<file path="src/rtl/vram_arbiter.sv">
// Single-port video memory arbiter: display fetch has absolute priority, engine
// writes are buffered in a small FIFO, engine reads wait for the FIFO to empty.
module vram_arbiter #(
    parameter int ADDR_W   = 17,
    parameter int DATA_W   = 8,
    parameter int WQ_DEPTH = 4,
    parameter int RD_LAT   = 1
) (
    input  logic                        video_clk,
    input  logic                        reset_n,
    input  logic                        disp_req,
    input  logic [ADDR_W-1:0]           disp_addr,
    output logic [DATA_W-1:0]           disp_data,
    output logic                        disp_valid,
    input  logic                        eng_req,
    input  logic                        eng_we,
    input  logic [ADDR_W-1:0]           eng_addr,
    input  logic [DATA_W-1:0]           eng_wdata,
    output logic                        eng_ack,
    output logic [DATA_W-1:0]           eng_rdata,
    output logic                        eng_rvalid,
    output logic [ADDR_W-1:0]           mem_addr,
    output logic [DATA_W-1:0]           mem_din,
    output logic                        mem_we,
    input  logic [DATA_W-1:0]           mem_dout,
    output logic [$clog2(WQ_DEPTH):0]   wq_level,
    output logic                        busy
);

    localparam int   PTR_W    = $clog2(WQ_DEPTH);
    localparam int   LVL_W    = PTR_W + 1;
    localparam logic OWN_DISP = 1'b0;
    localparam logic OWN_ENG  = 1'b1;

    typedef enum logic {ENG_IDLE, ENG_RD_WAIT} eng_state_t;

    eng_state_t state_reg, state_next;

    logic [ADDR_W-1:0] wq_addr_mem [WQ_DEPTH];
    logic [DATA_W-1:0] wq_data_mem [WQ_DEPTH];
    logic [PTR_W-1:0]  head_reg, tail_reg;
    logic [LVL_W-1:0]  level_reg, level_next;
    logic              busy_reg, busy_next;

    logic [ADDR_W-1:0] mem_addr_reg, mem_addr_next;
    logic [DATA_W-1:0] mem_din_reg, mem_din_next;
    logic              mem_we_reg, mem_we_next;

    // One {valid, owner} tag per pipeline stage between decision and mem_dout.
    logic [RD_LAT:0]   tag_valid_reg, tag_owner_reg;
    logic              issue_valid, issue_owner;

    logic wq_empty, wq_full, wr_ack, rd_ack, pop, rd_done;

    assign wq_empty = (level_reg == '0);
    assign wq_full  = (level_reg == LVL_W'(WQ_DEPTH));
    assign wr_ack   = eng_req & eng_we & ~wq_full;
    assign rd_ack   = (state_reg == ENG_IDLE) & eng_req & ~eng_we & wq_empty & ~disp_req;
    assign eng_ack  = wr_ack | rd_ack;
    assign rd_done  = tag_valid_reg[RD_LAT] & (tag_owner_reg[RD_LAT] == OWN_ENG);

    // Slot arbitration: display, then engine read, then queue drain.
    always_comb begin
        mem_addr_next = mem_addr_reg;
        mem_din_next  = mem_din_reg;
        mem_we_next   = 1'b0;
        issue_valid   = 1'b0;
        issue_owner   = OWN_DISP;
        pop           = 1'b0;
        if (disp_req) begin
            mem_addr_next = disp_addr;
            issue_valid   = 1'b1;
        end else if (rd_ack) begin
            mem_addr_next = eng_addr;
            issue_valid   = 1'b1;
            issue_owner   = OWN_ENG;
        end else if (!wq_empty) begin
            mem_addr_next = wq_addr_mem[head_reg];
            mem_din_next  = wq_data_mem[head_reg];
            mem_we_next   = 1'b1;
            pop           = 1'b1;
        end
    end

    always_comb begin
        state_next = state_reg;
        case (state_reg)
            ENG_IDLE:    if (rd_ack)  state_next = ENG_RD_WAIT;
            ENG_RD_WAIT: if (rd_done) state_next = ENG_IDLE;
            default:     state_next = ENG_IDLE;
        endcase
    end

    always_comb begin
        level_next = level_reg;
        case ({wr_ack, pop})
            2'b10:   level_next = level_reg + LVL_W'(1);
            2'b01:   level_next = level_reg - LVL_W'(1);
            default: level_next = level_reg;
        endcase
        busy_next = (level_next != '0) | (state_next == ENG_RD_WAIT);
    end

    always_ff @(posedge video_clk or negedge reset_n) begin
        if (!reset_n) begin
            state_reg     <= ENG_IDLE;
            head_reg      <= '0;
            tail_reg      <= '0;
            level_reg     <= '0;
            busy_reg      <= 1'b0;
            mem_addr_reg  <= '0;
            mem_din_reg   <= '0;
            mem_we_reg    <= 1'b0;
            tag_valid_reg <= '0;
            tag_owner_reg <= '0;
        end else begin
            state_reg     <= state_next;
            level_reg     <= level_next;
            busy_reg      <= busy_next;
            mem_addr_reg  <= mem_addr_next;
            mem_din_reg   <= mem_din_next;
            mem_we_reg    <= mem_we_next;
            tag_valid_reg <= {tag_valid_reg[RD_LAT-1:0], issue_valid};
            tag_owner_reg <= {tag_owner_reg[RD_LAT-1:0], issue_owner};
            if (wr_ack) tail_reg <= tail_reg + PTR_W'(1);
            if (pop)    head_reg <= head_reg + PTR_W'(1);
        end
    end

    // Queue storage needs no reset: only entries between head and tail are read.
    always_ff @(posedge video_clk) begin
        if (wr_ack) begin
            wq_addr_mem[tail_reg] <= eng_addr;
            wq_data_mem[tail_reg] <= eng_wdata;
        end
    end

    assign disp_valid = tag_valid_reg[RD_LAT] & (tag_owner_reg[RD_LAT] == OWN_DISP);
    assign eng_rvalid = rd_done;
    assign disp_data  = disp_valid ? mem_dout : '0;
    assign eng_rdata  = eng_rvalid ? mem_dout : '0;
    assign mem_addr   = mem_addr_reg;
    assign mem_din    = mem_din_reg;
    assign mem_we     = mem_we_reg;
    assign wq_level   = level_reg;
    assign busy       = busy_reg;

endmodule
</file>
<file path="config.mk">
export PLATFORM = sky130hd
export DESIGN_NAME = vram_arbiter
export DESIGN_NICKNAME = d
export VERILOG_FILES = /design/src/rtl/vram_arbiter.sv
export SDC_FILE = /design/constraint.sdc
export NUM_CORES = 1
export LEC_CHECK = 0
export ABC_AREA = 1
export CORE_ASPECT_RATIO = 1.1
export CORE_MARGIN = 2
export CORE_UTILIZATION = 48
export DETAILED_ROUTE_END_ITERATION = 8
export PLACE_DENSITY = 0.76
export SETUP_SLACK_MARGIN = 0.1
export SYNTH_ARGS = -nofsm -noshare
export SYNTH_HDL_FRONTEND = slang
export SYNTH_SLANG_ARGS = --single-unit
</file>
<file path="constraint.sdc">
create_clock -name video_clk -period 2.35 [get_ports video_clk]
set_clock_uncertainty 0.05 [all_clocks]
set_input_delay 0.3525 -clock video_clk [delete_from_list [all_inputs] [get_ports video_clk]]
set_output_delay 0.3525 -clock video_clk [all_outputs]
set_load 0.03 [all_outputs]
</file>
==> results.yml, run 1 <==
outcome:
  status: "completed"
floorplanning:
  fp-row-count: 43
  die_h_um: 123
  die_w_um: 112
  ios: 104
  core-area_um2: 12600
  start_util_pct: 48.9
  die_area_um2: 13700
timing:
  setup_ws_ps: 219
  fin_crit_ps: 2130
  fin_crit_sh_pct: 90.7
  hold_viol: 0
  drv_slew: 0
  worst_pin_slew_ps: 1010
  rsz0062_at_grt: "false"
  setup_violations: 0
  fin_setup_tns_ps: 0
  slew-limit-headroom_pct: 32.8
  timing.fmax_mhz: 469
logic_synthesis:
  netlist_top_cells_count: "nand2_1 (159), edfxtp_1 (100), inv_1 (86), nor2_1 (78), dfrtp_1 (39)"
  netlist_area_um2: 6150
  ys_async_sr_fraction_pct: 28.1
  synthFlopType: "edfxtp_1"
  yosys.area.top_type: "edfxtp_1"
  ys_types: 31
  yosysWarnings: 0
  syn_avg_cell_area_um2: 10.1
  synth_nets: 671
  ys_ff_latch: 139
  syn_inst: 610
  synth_top_area_share_pct: 48.8
  netlist_top_cells_area: "edfxtp_1 (49%), dfrtp_1 (16%), nand2_1 (9.7%)"
  yosysSeqAreaShare_pct: 64.6
  synth-edff-count: 100
  yosysMostFrequentCell: "nand2_1"
clock_tree:
  ctsRootBufferMaster: "clkbuf_16"
  clock_sinks: 139
  htree_levels: 4
  clock_path_buffers: 2
  cts_buffers: 17
  postCtsSetupBuffers: 0
  insertion_delay_ps: 410
  clkTransAtPathRegs_ps: 60
  cts.repair.resized: 8
  cts_tree: "done"
  hold_buffers: 0
worst_setup_path:
  rr_startpoint: "wq_level[0]"
  ff2ff_path_depth: 12
  crit_required_ps: 1950
  end_kind: "output port"
  cp-start-kind: "flop"
  rr_endpoint: "busy"
  r2r_slack_ps: 230
  worstSetupPathType: "flop to output port"
  cp.arrival_ps: 1730
  crit_fanout: 10
placement:
  post-dp-hpwl_um: 9170
  place_inst: 859
  place_ws_ps: -69.7
  gp_congestion: 0.803
  portBuffers: 103
detailed_routing:
  final_antenna_net_count: 0
  wl_um: 14800
  vias: 4616
  wl_per_cell_um: 16.6
  post-route-drc-count: 0
  viasPerCell: 5.18
  drt_iter0_drc: 338
  dr.pass1.iters: 5
global_route:
  grt_pass1_wl_um: 23300
  grt_usage_pct: 22.4
  grt_max_degree: 52
  grt_pass1_vias: 4661
  antenna_found_initial: 0
  grt-ovfl-total: 0
worst_hold_path:
  hp-class: "input pin to async pin"
final_layout:
  final_cells: 891
  nNetsFinal: 782
  diodes: 0
  final_layout_size_suffix_gt1_share_pct: 10.5
  area_delta_synth_final_pct: 29.4
  largest_register_ffs: 68
job:
  max_cap_violations: 0
power_and_ir_drop:
  powerDensity_nw_per_um2: 1140
  ir_worst_vdd_uv: 657
  cellLeakagePower_nw: 3.60
-- worst max path at each step --
stage | slack (ps) | cells after the start | endpoint | from
floorplan | -70 | 4 | wq_addr_mem[0][0] | wq_level[0]
global placement | 60 | 12 | busy | disp_req
detailed placement | -70 | 13 | busy | disp_req
CTS | 120 | 3 | eng_rdata[1] | tag_owner_reg[1]
global route | 110 | 12 | busy | wq_level[0]
finish | 220 | 3 | eng_rvalid | tag_valid_reg[1]
-- area by class of cell --
type	count	area (µm²)
fill	995	4620
inverter	91	342
sequential	139	3980
timing repair buffer	117	1190
multi-input combinational	355	1700
clock buffer	18	429
tap	157	196
clock inverter	14	125
-- worst max-delay path, cell delays in order (launching register included) --
cell,delay [ps]
dfrtp_1,340
nand2_1,210
inv_1,110
clkdlybuf4s50_1,670
-- routing by layer --
metal  up-vias  part of all wire [%]  GRT usage [%]
li1       2181                     -              -
met1      2258                    39           26.0
met2       153                    54           40.6
met3        24                   5.1           4.94
met4         0                   1.7           8.92
met5         -                     0              0
-- power breakdown --
group	switching (mW)	total [mW]	internal (mW)
clock network	1.00	2.46	1.45
logic	2.08	3.23	1.15
registers	0.243	3.35	3.11
-- cells in the final DEF (no fill, tap or decap), types with 8 or more instances in the layout --
cell type	count
nand2_1	159
edfxtp_1	100
inv_1	86
clkdlybuf4s50_1	85
nor2_1	74
dfrtp_1	36
nand3_1	31
o21ai_0	17
clkbuf_16	17
o21ai_1	11
buf_4	11
nand3_2	10
a21oi_1	10
a31oi_1	8
dlygate4sd2_1	8
dlymetal6s2s_1	8
-- per-stage QoR --
| step | utilization, % | hold slack (ps) | area [µm²] | power [mW] |
|---|---|---|---|---|
| final | 63.3 | 66.2 | 7970 | 9.05 |
| after global routing | 63.3 | 120 | 7970 | 9.59 |
| after CTS | 63.0 | 88.5 | 7930 | 9.06 |
| after detailed placement | 58.7 | 290 | 7390 | 6.60 |
| after global placement | 58.7 | 286 | 7390 | 6.46 |
| after floorplan | - | 6.91 | 6160 | 5.42 |
-- cells by family after synthesis --
group | synth area share (%)
DFF | 64.6
adders and majority gates | 1.34
buffers and inverters | 8.05
and+or+nand+nor | 20.5
xor gates and xnor gates | 0.569
AOI/OAI and AO/OA | 4.92
No activity file was read; power rests on OpenSTA's default activity.
==> run 2, diff against run 1 <==
- GPL_TIMING_DRIVEN: unset -> 0
==> run 2 against run 1 <==
  * Wire length rose by 1.7%
  * Critical endpoint is now busy
  * First-iteration DRC count up 6.8%
  * Largest cell class unchanged
  * Power up 4.2%
==> results.yml, run 2 (synthesis gave the netlist of run 1 again) <==
final_layout:
  area_delta_synth_final_pct: 32.2
  multi_input_area_um2: 1740
  seq_area_um2: 3980
  final_layout_size_suffix_gt1_share_pct: 13.2
  layout_commonest_cell: "nand2_1"
  fill_cells: 987
  largest_register_ffs: 68
  diodes: 0
  fin_util_pct: 64.6
  nNetsFinal: 803
  layout_common_cells: "nand2_1 (157), edfxtp_1 (100), inv_1 (86)"
detailed_routing:
  dr.pass1.iters: 4
  post-route-drc-count: 0
  final_antenna_net_count: 0
  wl_per_cell_um: 16.5
  vias: 4613
  drt_iter0_drc: 361
  viasPerCell: 5.06
  wl_met3_um: 884
  wl_met1_um: 5930
  wl_um: 15000
  maxUsedRoutingLayer: "met4"
  met2_wirelength_um: 7880
timing:
  rsz0062_at_grt: "true"
  fin_setup_tns_ps: 0
  worst_pin_slew_ps: 926
  drv_slew: 0
  setup_violations: 0
  fin_crit_ps: 2190
  slew-limit-headroom_pct: 38.1
  fin_crit_sh_pct: 93.0
  hold_viol: 0
  timing.fmax_mhz: 458
power_and_ir_drop:
  powerDensity_nw_per_um2: 1160
  cellLeakagePower_nw: 3.70
  ir_worst_vdd_uv: 780
outcome:
  status: "completed"
floorplanning:
  die_area_um2: 13700
  die_w_um: 112
  die_h_um: 123
  core-area_um2: 12600
  start_util_pct: 48.9
  fp-row-count: 43
  ios: 104
placement:
  post-dp-hpwl_um: 9710
  gp_congestion: 0.813
  portBuffers: 102
clock_tree:
  clock_sinks: 139
  insertion_delay_ps: 410
  ctsRootBufferMaster: "clkbuf_16"
  clkTransAtPathRegs_ps: 60
  clock_path_buffers: 2
  cts_buffers: 17
  cts_tree: "done"
  htree_levels: 4
worst_hold_path:
  hp-class: "input pin to async pin"
worst_setup_path:
  cp.arrival_ps: 2420
  slowest_stage: "dfrtp_2"
  cp-start-kind: "flop"
  path_buf_inv: 5
  end_kind: "flop"
  crit_fanout: 11
  max_stage_delay_ps: 410
  crit_path_cell_trace: "nor2_2 -> nand2_4 -> nand2_2 -> inv_4 -> buf_8 -> ha_1 -> inv_1 -> fa_1 -> inv_1 -> nand2_1 -> nand3b_1 -> xor2_1 -> inv_1 -> nand4_1"
  worstSetupPathType: "flop to flop"
  cpMostUsedCell: "inv_1"
  crit_required_ps: 2590
  critical-path-top-delay-family: "simple AND/OR/NAND/NOR gates"
global_route:
  antenna_found_initial: 0
  grt_pass1_vias: 4603
  grt-ovfl-total: 0
  grt_max_degree: 39
  grt_pass1_wl_um: 23000
  grt_usage_pct: 21.9
job:
  max_cap_violations: 0
[run 2: metrics by stage]
stage	hold WS, ps	instance area [µm²]	cells	setup WS [ps]	total power, mW
finish	217	8130	912	165	9.42
global route	228	8130	912	12.4	9.92
CTS	204	8040	905	89.6	9.33
detailed placement	102	7420	870	-431	6.68
global placement	287	7380	869	-1290	6.53
floorplan	6.91	6160	610	-67.8	5.42
[run 2: worst paths after layout]
check	start	endpoint	slack (ps)	depth (start not counted)
min in group video_clk	tag_owner_reg[0]	tag_owner_reg[1]	300	0
setup reg to reg	wq_level[0]	busy	160	14
hold / removal	reset_n	busy	220	2
setup / recovery	wq_level[0]	busy	160	14
max in group asynchronous	reset_n	wq_level[2]	1630	3
hold reg to reg	tag_owner_reg[0]	tag_owner_reg[1]	300	0
[run 2: final cells by class]
type	count	share of cell area (%)
clock inverters	15	2.00
flip-flops and latches	139	49.0
multi-input cells	355	21.4
inverters	91	4.23
clock buffers	17	5.23
well taps	157	2.42
plain buffers	25	2.02
repair buffers	113	13.8
[run 2: timing repair]
action,CTS,global route
resized for setup,21,14
endpoints found under the hold margin,39,0
pin swaps,1,2
hold buffers,1,0
setup endpoints to repair,113,11
buffers inserted,2,7
[run 2: power by group]
| group | total, mW | switching (mW) | leakage, nW | internal (mW) |
|---|---|---|---|---|
| logic | 3.48 | 2.21 | 2.06 | 1.27 |
| registers | 3.32 | 0.205 | 1.36 | 3.11 |
| clock network | 2.62 | 1.05 | 0.281 | 1.58 |
[run 2: layer usage]
layer | track usage [%] | vias to the layer above
met3 | 4.94 | 24
met4 | 9.30 | 0
met1 | 26.4 | 2214
li1 | - | 2222
met2 | 38.4 | 153
met5 | 0 | -
[run 2: worst register-to-register path, delay by kind of cell (launching register included)]
family / cells / cell delay (ps)
simple gates: 6 / 610
xor+xnor: 1 / 180
fa+ha+maj: 2 / 410
flops: 1 / 410
buf+inv: 5 / 390
==> run 3, diff against run 2 <==
- PLACE_DENSITY: 0.76 -> 0.86
- SLEW_MARGIN: unset -> 20
==> run 3 against run 2 <==
  * The run now ends with design-rule violations left
  * Maximum frequency shrank 3.9%
  * Setup slack lost 88 ps
  * Die area is the same
  * Cell count grew 0.22%
  * Worst hold slack gained 82 ps
  * Power grew 0.50%
  * Utilization grew 0.64 points
  * Clock power shrank 6%
  * Clock-buffer cell count grew 1
  * Critical path depth shrank 2
  * Critical endpoint unchanged
==> results.yml, run 3 (synthesis gave the netlist of run 1 again) <==
outcome:
  status: "finished with violations"
  violations: "design-rule violations"
final_layout:
  layout_common_cells: "nand2_1 (156), edfxtp_1 (100), inv_1 (85)"
  fin_util_pct: 65.2
  fill_cells: 893
  diodes: 0
  seq_area_um2: 3980
  final_layout_size_suffix_gt1_share_pct: 13.7
  multi_input_area_um2: 1760
  nNetsFinal: 805
  area_delta_synth_final_pct: 33.5
  layout_commonest_cell: "nand2_1"
  final_cells: 914
  largest_register_ffs: 68
worst_setup_path:
  cp-start-kind: "flop"
  worstSetupPathType: "flop to flop"
  cp.arrival_ps: 2530
  crit_required_ps: 2600
  end_kind: "flop"
  rr_endpoint: "busy"
  crit_fanout: 4
  ff2ff_path_depth: 12
  rr_startpoint: "wq_level[1]"
  r2r_slack_ps: 80
clock_tree:
  insertion_delay_ps: 430
  clkTransAtPathRegs_ps: 60
  clock_sinks: 139
  clock_path_buffers: 2
  ctsRootBufferMaster: "clkbuf_16"
  cts_buffers: 17
  htree_levels: 4
  cts_tree: "done"
worst_hold_path:
  hold_depth: 0
  hold_path.startpoint: "tag_owner_reg[0]"
  hold_end: "tag_owner_reg[1]"
  hp-class: "flop to flop"
floorplanning:
  start_util_pct: 48.9
  die_w_um: 112
  die_h_um: 123
  ios: 104
  fp-row-count: 43
  die_area_um2: 13700
  core-area_um2: 12600
detailed_routing:
  vias: 4947
  viasPerCell: 5.41
  wl_um: 16800
  dr.pass1.iters: 8
  wl_per_cell_um: 18.4
  post-route-drc-count: 1
  drt_iter0_drc: 557
  final_antenna_net_count: 0
placement:
  portBuffers: 102
  place_inst: 874
  post-dp-hpwl_um: 10400
  gp_congestion: 0.830
  place_ws_ps: -531
global_route:
  grt-ovfl-total: 0
  grt_pass1_vias: 4923
  grt_max_degree: 27
  grt_pass1_wl_um: 24700
  grt_usage_pct: 24.1
  antenna_found_initial: 0
power_and_ir_drop:
  pwr-share-seq_pct: 35.4
  p_int_mw: 5.82
  power.share.switching_pct: 38.6
  ir_worst_vdd_uv: 540
  combPwrFrac_pct: 38.5
  power_mw: 9.47
  cellLeakagePower_nw: 3.73
  p_sw_mw: 3.65
  powerDensity_nw_per_um2: 1150
  pwr-share-clk_pct: 26.1
timing:
  slew-limit-headroom_pct: 61.5
  hold_viol: 0
  fin_crit_ps: 2270
  setup_violations: 0
  setup_ws_ps: 76.7
  rsz0062_at_grt: "true"
  worst_pin_slew_ps: 577
  timing.fmax_mhz: 440
  drv_slew: 0
  fin_setup_tns_ps: 0
  fin_crit_sh_pct: 96.7
job:
  max_cap_violations: 0
## run 3: cell types whose count changed in the layout (fill, tap and decap cells not counted), sizes merged
cell / previous run / this run
buf: 32 / 34
inv: 96 / 97
bufinv: 2 / 0
clkinv: 5 / 6
clkinvlp: 3 / 2
clkbuf: 22 / 23
## run 3: metrics by stage
| step | area (µm²) | hold WS, ps |
|---|---|---|
| 2_1_floorplan | 6160 | 6.91 |
| 3_3_place_gp | 7380 | 282 |
| 3_5_place_dp | 7520 | 240 |
| 4_1_cts | 8120 | 293 |
| 5_1_grt | 8210 | 315 |
| 6_report | 8210 | 299 |
## run 3: power by group through the flow
stage / combinational, mW / clock (mW) / sequential (mW)
floorplan: 1.62 / 0 / 3.80
global placement: 3.19 / 0 / 3.37
detailed placement: 3.40 / 0 / 3.37
CTS: 3.50 / 2.48 / 3.33
global route: 3.89 / 2.57 / 3.39
finish: 3.65 / 2.47 / 3.35
## run 3: per-layer routing
metal	routed length (µm)	vias to the layer above	track usage, %
met3	1450	65	5.48
met5	0	-	0
met1	5990	2361	26.8
li1	-	2234	-
met2	8630	287	43.2
met4	712	0	13.2
## run 3: final cells by class
type	instances	area share [%]
sequential	139	48.5
tap	157	2.39
clock inverter	14	1.34
multi-input combinational	355	21.4
clock buffer	18	5.35
buffer	25	1.95
timing repair buffer	115	14.9
inverter	91	4.19
## run 3: worst max path at each step
stage | from | end | slack (ps) | cells past startpoint
2_1_floorplan | wq_level[0] | wq_addr_mem[0][0] | -70 | 4
3_3_place_gp | eng_req | wq_data_mem[1][3] | -1260 | 3
3_5_place_dp | eng_we | eng_ack | -530 | 8
4_1_cts | wq_level[0] | eng_ack | 20 | 7
5_1_grt | wq_level[1] | busy | -20 | 12
6_report | wq_level[1] | busy | 80 | 12
## run 3: worst max-delay path: stages, from the launching register on
cell and delay [ps]:
dfrtp_2 430, nor2_4 150, buf_4 120, nand2_1 100, nand3_4 100, ha_1 200, inv_2 70, fa_2 370
nand2_1 90, nand3b_1 120, xor2_2 210, inv_1 70, nand4_1 70
## run 3: timing repair
| action | CTS | global route |
|---|---|---|
| resized for setup | 24 | 16 |
| cloned | 0 | 0 |
| hold buffers | 1 | 0 |
| pin swaps | 1 | 5 |
| setup buffers | 3 | 4 |
| endpoints found under the setup margin | 13 | 11 |
| hold endpoints to repair | 13 | 0 |
